$ cat src/rtl/exu_lsu_if.sv
// Execute-to-LSU request/response channel and LSU-to-memory bus, bundled as one interface.
// The slave modport is the LSU; the master modport is the pipeline plus memory side.
interface exu_lsu_if #(
    parameter int unsigned ISA_WIDTH = 32
);
    logic                   req_valid;
    logic                   req_ready;
    logic                   req_we;
    logic [1:0]             req_size;
    logic                   req_unsigned;
    logic [ISA_WIDTH-1:0]   req_addr;
    logic [ISA_WIDTH-1:0]   req_wdata;
    logic                   resp_valid;
    logic [ISA_WIDTH-1:0]   resp_rdata;
    logic                   resp_err;
    logic                   mem_valid;
    logic                   mem_ready;
    logic [ISA_WIDTH-1:0]   mem_addr;
    logic                   mem_we;
    logic [ISA_WIDTH-1:0]   mem_wdata;
    logic [ISA_WIDTH/8-1:0] mem_wmask;
    logic                   mem_rsp_valid;
    logic [ISA_WIDTH-1:0]   mem_rdata;

    modport slave (
        input  req_valid, req_we, req_size, req_unsigned, req_addr, req_wdata,
        input  mem_ready, mem_rsp_valid, mem_rdata,
        output req_ready, resp_valid, resp_rdata, resp_err,
        output mem_valid, mem_addr, mem_we, mem_wdata, mem_wmask
    );

    modport master (
        output req_valid, req_we, req_size, req_unsigned, req_addr, req_wdata,
        output mem_ready, mem_rsp_valid, mem_rdata,
        input  req_ready, resp_valid, resp_rdata, resp_err,
        input  mem_valid, mem_addr, mem_we, mem_wdata, mem_wmask
    );
endinterface

$ cat src/rtl/exu_lsu.sv
// Execute-stage load/store unit: one operation at a time, byte-lane stores, extended loads,
// misalignment / illegal-size / bus-timeout reporting.
module exu_lsu #(
    parameter int unsigned ISA_WIDTH = 32,
    parameter int unsigned TIMEOUT   = 255
) (
    input logic        clk,
    input logic        rst,
    exu_lsu_if.slave   lsu
);
    localparam int unsigned NB   = ISA_WIDTH / 8;
    localparam int unsigned OFFW = $clog2(NB);

    typedef enum logic [1:0] {StIdle, StReq, StWait, StResp} state_e;

    state_e                 state_q, state_d;
    logic [1:0]             size_q, size_d;
    logic                   uns_q, uns_d;
    logic [OFFW-1:0]        off_q, off_d;
    logic [ISA_WIDTH-1:0]   maddr_q, maddr_d;
    logic [ISA_WIDTH-1:0]   mwdata_q, mwdata_d;
    logic [NB-1:0]          wmask_q, wmask_d;
    logic                   mwe_q, mwe_d;
    logic                   err_q, err_d;
    logic [ISA_WIDTH-1:0]   rdata_q, rdata_d;
    logic [15:0]            cnt_q, cnt_d;

    logic                   size_ok;
    logic                   aligned;
    logic [2:0]             amask;
    logic [OFFW-1:0]        req_off;
    logic [NB-1:0]          lanes;
    logic [ISA_WIDTH-1:0]   rd_sh;
    logic [ISA_WIDTH-1:0]   ld_data;
    logic                   sgn;
    int                     nb;

    // Request decode: legality and store lane placement.
    always_comb begin
        amask   = 3'b000;
        case (lsu.req_size)
            2'd0:    amask = 3'b000;
            2'd1:    amask = 3'b001;
            2'd2:    amask = 3'b011;
            default: amask = 3'b111;
        endcase
        size_ok = (lsu.req_size != 2'd3) || (ISA_WIDTH == 64);
        aligned = (lsu.req_addr[2:0] & amask) == 3'b000;
        req_off = lsu.req_addr[OFFW-1:0];
        lanes   = NB'((16'd1 << (4'd1 << lsu.req_size)) - 16'd1);
    end

    // Load extraction: shift the addressed lanes down, then extend above the access width.
    always_comb begin
        rd_sh = lsu.mem_rdata >> {off_q, 3'b000};
        sgn   = 1'b0;
        case (size_q)
            2'd0:    sgn = rd_sh[7];
            2'd1:    sgn = rd_sh[15];
            2'd2:    sgn = rd_sh[31];
            default: sgn = 1'b0;
        endcase
        nb = 32'd8 << size_q;
        ld_data = '0;
        for (int i = 0; i < int'(ISA_WIDTH); i++) begin
            ld_data[i] = (i < nb) ? rd_sh[i] : (sgn & ~uns_q);
        end
    end

    always_comb begin
        state_d  = state_q;
        size_d   = size_q;
        uns_d    = uns_q;
        off_d    = off_q;
        maddr_d  = maddr_q;
        mwdata_d = mwdata_q;
        wmask_d  = wmask_q;
        mwe_d    = mwe_q;
        err_d    = err_q;
        rdata_d  = rdata_q;
        cnt_d    = cnt_q;
        unique case (state_q)
            StIdle: begin
                if (lsu.req_valid) begin
                    size_d = lsu.req_size;
                    uns_d  = lsu.req_unsigned;
                    off_d  = req_off;
                    if (!size_ok || !aligned) begin
                        // Rejected at accept: straight to response, bus untouched.
                        state_d = StResp;
                        err_d   = 1'b1;
                        rdata_d = '0;
                    end else begin
                        state_d  = StReq;
                        mwe_d    = lsu.req_we;
                        maddr_d  = {lsu.req_addr[ISA_WIDTH-1:OFFW], {OFFW{1'b0}}};
                        mwdata_d = lsu.req_wdata << {req_off, 3'b000};
                        wmask_d  = lsu.req_we ? (lanes << req_off) : '0;
                    end
                end
            end
            StReq: begin
                cnt_d = '0;
                if (lsu.mem_ready) begin
                    state_d = StWait;
                end
            end
            StWait: begin
                if (lsu.mem_rsp_valid) begin
                    state_d = StResp;
                    err_d   = 1'b0;
                    rdata_d = mwe_q ? '0 : ld_data;
                end else if (cnt_q == 16'(TIMEOUT - 1)) begin
                    state_d = StResp;
                    err_d   = 1'b1;
                    rdata_d = '0;
                end else begin
                    cnt_d = cnt_q + 16'd1;
                end
            end
            StResp: begin
                state_d = StIdle;
                err_d   = 1'b0;
                rdata_d = '0;
            end
            default: state_d = StIdle;
        endcase
    end

    always_ff @(posedge clk or posedge rst) begin
        if (rst) begin
            state_q  <= StIdle;
            size_q   <= 2'd0;
            uns_q    <= 1'b0;
            off_q    <= '0;
            maddr_q  <= '0;
            mwdata_q <= '0;
            wmask_q  <= '0;
            mwe_q    <= 1'b0;
            err_q    <= 1'b0;
            rdata_q  <= '0;
            cnt_q    <= '0;
        end else begin
            state_q  <= state_d;
            size_q   <= size_d;
            uns_q    <= uns_d;
            off_q    <= off_d;
            maddr_q  <= maddr_d;
            mwdata_q <= mwdata_d;
            wmask_q  <= wmask_d;
            mwe_q    <= mwe_d;
            err_q    <= err_d;
            rdata_q  <= rdata_d;
            cnt_q    <= cnt_d;
        end
    end

    assign lsu.req_ready  = (state_q == StIdle);
    assign lsu.mem_valid  = (state_q == StReq);
    assign lsu.resp_valid = (state_q == StResp);
    assign lsu.resp_err   = err_q;
    assign lsu.resp_rdata = rdata_q;
    assign lsu.mem_addr   = maddr_q;
    assign lsu.mem_we     = mwe_q;
    assign lsu.mem_wdata  = mwdata_q;
    assign lsu.mem_wmask  = wmask_q;
endmodule

$ cat src/flat_wrapper.sv
// flat-port wrapper written by rule: the top's interface ports become plain ports
module exu_lsu_flat 
#(
    parameter int unsigned ISA_WIDTH = 32,
    parameter int unsigned TIMEOUT   = 255
)
  (clk, rst, lsu_req_valid, lsu_req_we, lsu_req_size, lsu_req_unsigned, lsu_req_addr, lsu_req_wdata, lsu_mem_ready, lsu_mem_rsp_valid, lsu_mem_rdata, lsu_req_ready, lsu_resp_valid, lsu_resp_rdata, lsu_resp_err, lsu_mem_valid, lsu_mem_addr, lsu_mem_we, lsu_mem_wdata, lsu_mem_wmask);
  exu_lsu_if #(.ISA_WIDTH(ISA_WIDTH)) lsu_i ();
  input logic clk;
  input logic rst;
  input wire logic [$bits(lsu_i.req_valid)-1:0] lsu_req_valid;
  input wire logic [$bits(lsu_i.req_we)-1:0] lsu_req_we;
  input wire logic [$bits(lsu_i.req_size)-1:0] lsu_req_size;
  input wire logic [$bits(lsu_i.req_unsigned)-1:0] lsu_req_unsigned;
  input wire logic [$bits(lsu_i.req_addr)-1:0] lsu_req_addr;
  input wire logic [$bits(lsu_i.req_wdata)-1:0] lsu_req_wdata;
  input wire logic [$bits(lsu_i.mem_ready)-1:0] lsu_mem_ready;
  input wire logic [$bits(lsu_i.mem_rsp_valid)-1:0] lsu_mem_rsp_valid;
  input wire logic [$bits(lsu_i.mem_rdata)-1:0] lsu_mem_rdata;
  output wire logic [$bits(lsu_i.req_ready)-1:0] lsu_req_ready;
  output wire logic [$bits(lsu_i.resp_valid)-1:0] lsu_resp_valid;
  output wire logic [$bits(lsu_i.resp_rdata)-1:0] lsu_resp_rdata;
  output wire logic [$bits(lsu_i.resp_err)-1:0] lsu_resp_err;
  output wire logic [$bits(lsu_i.mem_valid)-1:0] lsu_mem_valid;
  output wire logic [$bits(lsu_i.mem_addr)-1:0] lsu_mem_addr;
  output wire logic [$bits(lsu_i.mem_we)-1:0] lsu_mem_we;
  output wire logic [$bits(lsu_i.mem_wdata)-1:0] lsu_mem_wdata;
  output wire logic [$bits(lsu_i.mem_wmask)-1:0] lsu_mem_wmask;
  assign lsu_i.req_valid = lsu_req_valid;
  assign lsu_i.req_we = lsu_req_we;
  assign lsu_i.req_size = lsu_req_size;
  assign lsu_i.req_unsigned = lsu_req_unsigned;
  assign lsu_i.req_addr = lsu_req_addr;
  assign lsu_i.req_wdata = lsu_req_wdata;
  assign lsu_i.mem_ready = lsu_mem_ready;
  assign lsu_i.mem_rsp_valid = lsu_mem_rsp_valid;
  assign lsu_i.mem_rdata = lsu_mem_rdata;
  assign lsu_req_ready = lsu_i.req_ready;
  assign lsu_resp_valid = lsu_i.resp_valid;
  assign lsu_resp_rdata = lsu_i.resp_rdata;
  assign lsu_resp_err = lsu_i.resp_err;
  assign lsu_mem_valid = lsu_i.mem_valid;
  assign lsu_mem_addr = lsu_i.mem_addr;
  assign lsu_mem_we = lsu_i.mem_we;
  assign lsu_mem_wdata = lsu_i.mem_wdata;
  assign lsu_mem_wmask = lsu_i.mem_wmask;
  exu_lsu #(.ISA_WIDTH(ISA_WIDTH), .TIMEOUT(TIMEOUT)) u_core (.clk(clk), .rst(rst), .lsu(lsu_i));
endmodule
$ cat config.mk
export PLATFORM = sky130hd
export DESIGN_NAME = exu_lsu_flat
export DESIGN_NICKNAME = d
export VERILOG_FILES = /design/src/rtl/exu_lsu_if.sv /design/src/rtl/exu_lsu.sv /design/src/flat_wrapper.sv
export SDC_FILE = /design/constraint.sdc
export NUM_CORES = 1
export LEC_CHECK = 0
export CAP_MARGIN = 10
export CORE_MARGIN = 2
export CORE_UTILIZATION = 46
export DETAILED_ROUTE_END_ITERATION = 16
export PLACE_DENSITY = 0.89
export SYNTH_ARGS = -nofsm -noshare
export SYNTH_HDL_FRONTEND = slang
export SYNTH_SLANG_ARGS = --single-unit
$ cat constraint.sdc
create_clock -name clk -period 4.9 [get_ports clk]
set_input_delay 0.98 -clock clk [delete_from_list [all_inputs] [get_ports clk]]
set_output_delay 0.98 -clock clk [all_outputs]
set_load 0.01 [all_outputs]
# --- Word-level counts from Yosys, hierarchy flattened ---
# Index checks and enable logic that the tools add are counted.
totals:
  regBits: 123
  latchBits: 0
  ram_bits: 0
  mem_bits_ro: 0
  inputBits: 105
  out_inout_bits: 105
  elab_cells: 139
  n_memories: 0
op_classes:
  add_sub_neg: 2
  n_mul: 0
  n_div: 0
  order_cmp: 32
  eq_ne: 15
  n_shift: 6
  mux: 55
  n_bitwise: 4
  n_reduce_logical: 14
op_table:
  columns: ["op", "n"]
  rows:
  - ["less-than comparator 6 x 32 -> 1 bit (first input constant)", 16]
  - ["less-than comparator 5 x 32 -> 1 bit (first input constant)", 8]
  - ["two-way mux 32 bit", 5]
  - ["less-than comparator 4 x 32 -> 1 bit (first input constant)", 4]
  - ["case mux 32 bit (3 select lines)", 1]
  - ["less-than comparator 3 x 32 -> 1 bit (first input constant)", 2]
  - ["two-way mux 1 bit", 36]
  - ["less-than comparator 1 x 32 -> 1 bit (first input constant)", 1]
  - ["less-than comparator 2 x 32 -> 1 bit (first input constant)", 1]
  - ["two-way mux 16 bit", 2]
  - ["case mux 16 bit (2 select lines)", 1]
  - ["left shift 32 x 5 -> 32 bit", 1]
  - ["left shift 4 x 2 -> 32 bit (first input constant)", 1]
  - [">> shifter 32 x 5 -> 32 bit", 1]
  - ["adder 16 x 1 -> 16 bit (second input constant)", 1]
  - ["== test 16 x 8 -> 1 bit (second input constant)", 1]
  - ["two-way mux 2 bit", 5]
  - ["!= test 2 bit (second input constant)", 5]
  - ["case mux 3 bit (3 select lines)", 1]
  - ["AND reduction 3 bit", 3]
  - ["== test 2 bit (second input constant)", 4]
  - ["case mux 2 bit (4 select lines)", 1]
  - ["== test 2 x 1 -> 1 bit (second input constant)", 3]
  - ["logical NOT 2 bit", 3]
  - ["other kinds (18)", 21]

# --- Depth between registers and ports, before layout ---
logic_depth:
  word_depth: 9
  mapped_depth: 8
  ltp_nobuf: 6

# --- Worst setup path after synthesis ---
# No wires, ideal clock.
synth_timing:
  kind: "in2reg"
  startpoint: "input port lsu_req_size[0]"
  endpoint: "register u_core.rdata_q[8] (netlist: u_core.lsu.resp_rdata[8])"
  setup_time_ns: 0.121
  arrival_time_ns: 2.516
  required_time_ns: 4.779
  setup_slack_ns: 2.263
  path_stages: 6
  n_path_buf: 2
  path_cell_list: "buf_2 > a21oi_1 > a2111oi_0 > o21ai_2 > clkbuf_1 > a22o_1"
synth_between:
  elab_chain_len: 8
  elab_cells_between_ends: 12
  cone_classes: "eq/ne: 4; mux: 1; bitwise: 1; reduce/logical: 6"
synth_rtl:
  columns: ["item", "line_no", "source"]
  rows:
  - ["start: declaration", "flat_wrapper.sv:13", "input wire logic [$bits(lsu_i.req_size)-1:0] lsu_req_size;"]
  - ["== test 2 bit, or another cell as far along", "exu_lsu.sv:41", "case (lsu.req_size)"]
  - ["case mux 3 bit (3 select lines)", "exu_lsu.sv:41", null]
  - ["bitwise AND 3 bit", "exu_lsu.sv:48", "aligned = (lsu.req_addr[2:0] & amask) == 3'b000;"]
  - ["logical NOT 3 bit", "exu_lsu.sv:48", null]
  - ["logical NOT 1 bit", "exu_lsu.sv:88", "if (!size_ok || !aligned) begin"]
  - ["logical OR 1 bit (*)", "exu_lsu.sv:88", null]
  - ["!= test 2 x 1 -> 1 bit (no line) (*)", null, null]
  - ["AND reduction 4 bit (no line) (*)", null, null]
  - ["end signal: assignment", "exu_lsu.sv:153", "rdata_q <= rdata_d;"]
  - ["end: declaration", "exu_lsu.sv:25", "logic [ISA_WIDTH-1:0] rdata_q, rdata_d;"]
# Every way passes the cells marked *; elsewhere a longest branch is shown, timed or not.
# A chain may end at the register's enable or synchronous reset.

# --- Final worst setup path ---
layout_timing:
  startpoint: "input port lsu_req_size[0]"
  endpoint: "register u_core.rdata_q[28] (netlist: u_core.lsu.resp_rdata[28])"
# Same word-level chain as after synthesis.

==> summary.md <==
| Metric | Value |
|---|---|
| Final WS setup | 1.667 ns |
| Post-synth EDFFs | 0 |
| First-pass GRT wire length | 27,640 um |
| Synth top area share | 50.10% |
| Critical Path RT | 5.25 ns |
| Core area | 0.01314 mm^2 |
| RePlAce Congestion | 0.8468 |
| RSZ-0062 raised after global routing | false |
| Max_cap viols | 0 |
| Hold Path Depth | 2 |
| CP max FO | 16 |
| R2r startpoint | u_core.state_q[0] |
| Synth top area cells | dfrtp_1, mux2_2, mux2i_1 |
| WHS Endpoint | u_core.lsu.mem_wdata[8] |
| Clock Latency Late Sink | 0.42 ns |
| Crit path max-delay cell type | a221oi_2 |
| Clock buffer depth | 2 |
| Metal2 WL | 8641 um |
| IO buf count | 207 |
| DR pass1 iterations | 6 |
| # diodes | 0 |
| Final Cycle Share | 65.98% |
| Clock-pin slew on the worst setup and hold paths | 0.06 ns |
| DR top layer | met4 |
| Met1 WL | 7047 um |
| Yosys top cell by area | dfrtp_1 |
| Final setup fails | 0 |
| Gr usage total | 24.67% |
| Die area | 0.01430 mm^2 |
| Initial Utilization | 46.76% |
| Num Clock Sinks | 123 |
| Final hold slack | 0.4797 ns |
| Row count | 42 |
| Routed vias | 5,472 |
| Crit path DAT | 3.58 ns |
| Post-Route WL | 17,640 um |
| Commonest non-fill, non-tap cell in the layout | clkdlybuf4s50_1 |
| Share of post-route cells with drive strength above 1 | 12.92% |
| Hold_sp | u_core.lsu.mem_wdata[8] |
| Flop2flop setup slack | 2.12 ns |
| Detail Route Antenna Nets | 0 |
| FMAX | 0.3093 GHz |
| CP top delay family | compound AO/OA/AOI/OAI gates |
| Sum Neg Setup Slack | 0 ns |
| Reg2reg path depth | 6 |
| Htree depth | 4 |
| Crit path cell chain | clkdlybuf4s50_1 > a21oi_1 > a2111o_1 > a221oi_2 > a22o_1 |
| DR iter-0 viols | 495 |
| PostCTS Resize Cnt | 0 |
| Period minus WS final | 3.233 ns |
| Tot Pwr | 0.005466 W |
| CP max stage delay | 0.89 ns |
| Number of global-route vias before repair | 5,372 |
| Detail Placement HPWL | 12,500 um |
| CP bufs+invs | 1 |
| Top_reg_cell synth | dfrtp_1 |
| Cell count after synthesis | 577 |
| Final Hold Viols | 0 |
| Post-synthesis sequential area ratio | 50.10% |
| Final Skew | 0.009243 ns |
| WS Path Type | primary input to flip-flop |
| Post-route DRC | 0 |
| Multi-input logic area | 0.002867 mm^2 |
| Max IR drop VDD | 0.3627 mV |
| Critical Path End Type | flip-flop |
| Post-CTS Setup Inserts | 0 |
| Hold Buf Count CTS | 0 |
| Status | completed |
| Die Width | 119.6 um |
| Post-Syn Area | 0.006143 mm^2 |
| Relative slew slack | 24.85% |
| Boundary Pins | 210 |
| Syn Area/Cell | 10.65 um^2 |
| Warnings from Yosys | 0 |
| Reg area | 0.003078 mm^2 |
| Setup slack at placement | 1.147 ns |
| Largest net degree at the start of global routing | 96 |
| Post-synthesis cell type count | 54 |
| Layout Nets | 881 |
| Fill cells | 960 |
| Area Overhead vs Synth | 45.82% |
| Number of max-slew violations in the final report | 0 |
| Die height | 119.6 um |
| P_leak | 3.848 nW |
| Clock root buffer | clkbuf_16 |
| Instance count on the critical path | 5 |
| #FFs+latches synth | 123 |
| Actual slew at the worst max-slew pin | 1.127 ns |
| Met3 routed WL | 1696 um |
| Grt total ovfl | 0 |
| Pwr Density | 610.2 mW/mm^2 |
| Non-filler cells in the finished layout | 958 |
| WL/cell | 18.41 um |
| RR Endpoint | u_core.lsu.resp_rdata[28] |
| CTS tree | yes |
| Hold crit path type | flip-flop to flip-flop |
| DR vias/cell | 5.712 |
| Most frequent cells in the layout | clkdlybuf4s50_1, dfrtp_1, nand2_1 |
| Initial antenna violation count | 0 |
| Startpoint types | primary input |
| Cts bufs inserted | 17 |
| Ys async rst share | 100.0% |
| Inst Count DP | 925 |
## cells by family (layout without fill, tap and decap cells)
family,count (synthesis),in the layout,synth area share (%)
multiplexers,93,93,16.42
AO/OA/AOI/OAI,148,148,16.42
AND/OR/NAND/NOR,153,153,11.96
adder cells (fa/ha/maj),7,7,1.426
other,1,2,0.06104
XOR/XNOR,1,1,0.1426
flip-flops,123,123,50.10
buffers and inverters,51,255,3.483
## area by class of cell
type,count,share of cell area (%)
clock buffer,20,4.986
clock inverter,12,1.913
inverter,9,0.4050
multi-input combinational,404,32.00
sequential,123,34.36
tap,176,2.458
timing repair buffer,214,23.88
## synth_stat cells (7+ instances only)
| cell type | count |
|---|---|
| a211oi_1 | 8 |
| a21oi_1 | 29 |
| a22o_1 | 24 |
| clkbuf_1 | 27 |
| dfrtp_1 | 123 |
| ha_1 | 7 |
| inv_1 | 9 |
| mux2_2 | 52 |
| mux2i_1 | 40 |
| nand2_1 | 77 |
| nor2_1 | 24 |
| nor2b_1 | 15 |
| o21ai_0 | 45 |
| o2bb2ai_1 | 8 |
| o31ai_1 | 11 |
## sequential cells by signal, summed over array words and instances (netlist names)
name / flops
u_core.lsu.resp_err: 1
u_core.cnt_q: 16
u_core.lsu.mem_wmask: 4
u_core.size_q: 2
u_core.state_q: 2
u_core.lsu.mem_we: 1
u_core.off_q: 2
u_core.lsu.mem_wdata: 32
u_core.lsu.resp_rdata: 32
u_core.uns_q: 1
u_core.lsu.mem_addr: 30
## worst reg2reg max path, stage by stage (launching register included)
cell and delay (ns):
dfrtp_1 0.40, inv_1 0.08, ha_1 0.30, nor4b_1 0.20, a2111o_1 0.59, a221oi_2 0.89, a22o_1 0.27
## how the worst max path moves through the flow
stage	startpoint	end	slack, ns
6_report	lsu_req_size[0]	u_core.lsu.resp_rdata[28]	1.67
5_1_grt	lsu_req_size[0]	u_core.lsu.resp_rdata[28]	1.47
4_1_cts	lsu_req_size[0]	u_core.lsu.resp_rdata[13]	1.55
3_5_place_dp	lsu_req_size[0]	u_core.lsu.resp_rdata[9]	1.15
3_3_place_gp	lsu_req_size[0]	u_core.lsu.resp_rdata[18]	1.31
2_1_floorplan	rst	u_core.cnt_q[0]	0.65
## power breakdown
group          total, W  switching [W]  leakage (nW)  internal [W]
registers       0.00179       0.000341          1.59       0.00145
logic           0.00236        0.00106          1.96       0.00130
clock network   0.00131       0.000453         0.296      0.000860
## stage by stage
| step | instance area, um^2 | utilization (%) |
|---|---|---|
| after global placement | 8325 | 63.37 |
| after detailed placement | 8325 | 63.37 |
| after global routing | 8959 | 68.19 |
| after CTS | 8944 | 68.08 |
| final | 8959 | 68.19 |
| after floorplan | 6147 | - |
## per-layer routing
layer / vias up / GRT usage (%)
met4: 0 / 7.353
met5: - / 0
met3: 26 / 9.173
li1: 2469 / -
met1: 2665 / 30.42
met2: 312 / 40.61
(Power assumes the default switching activity.)
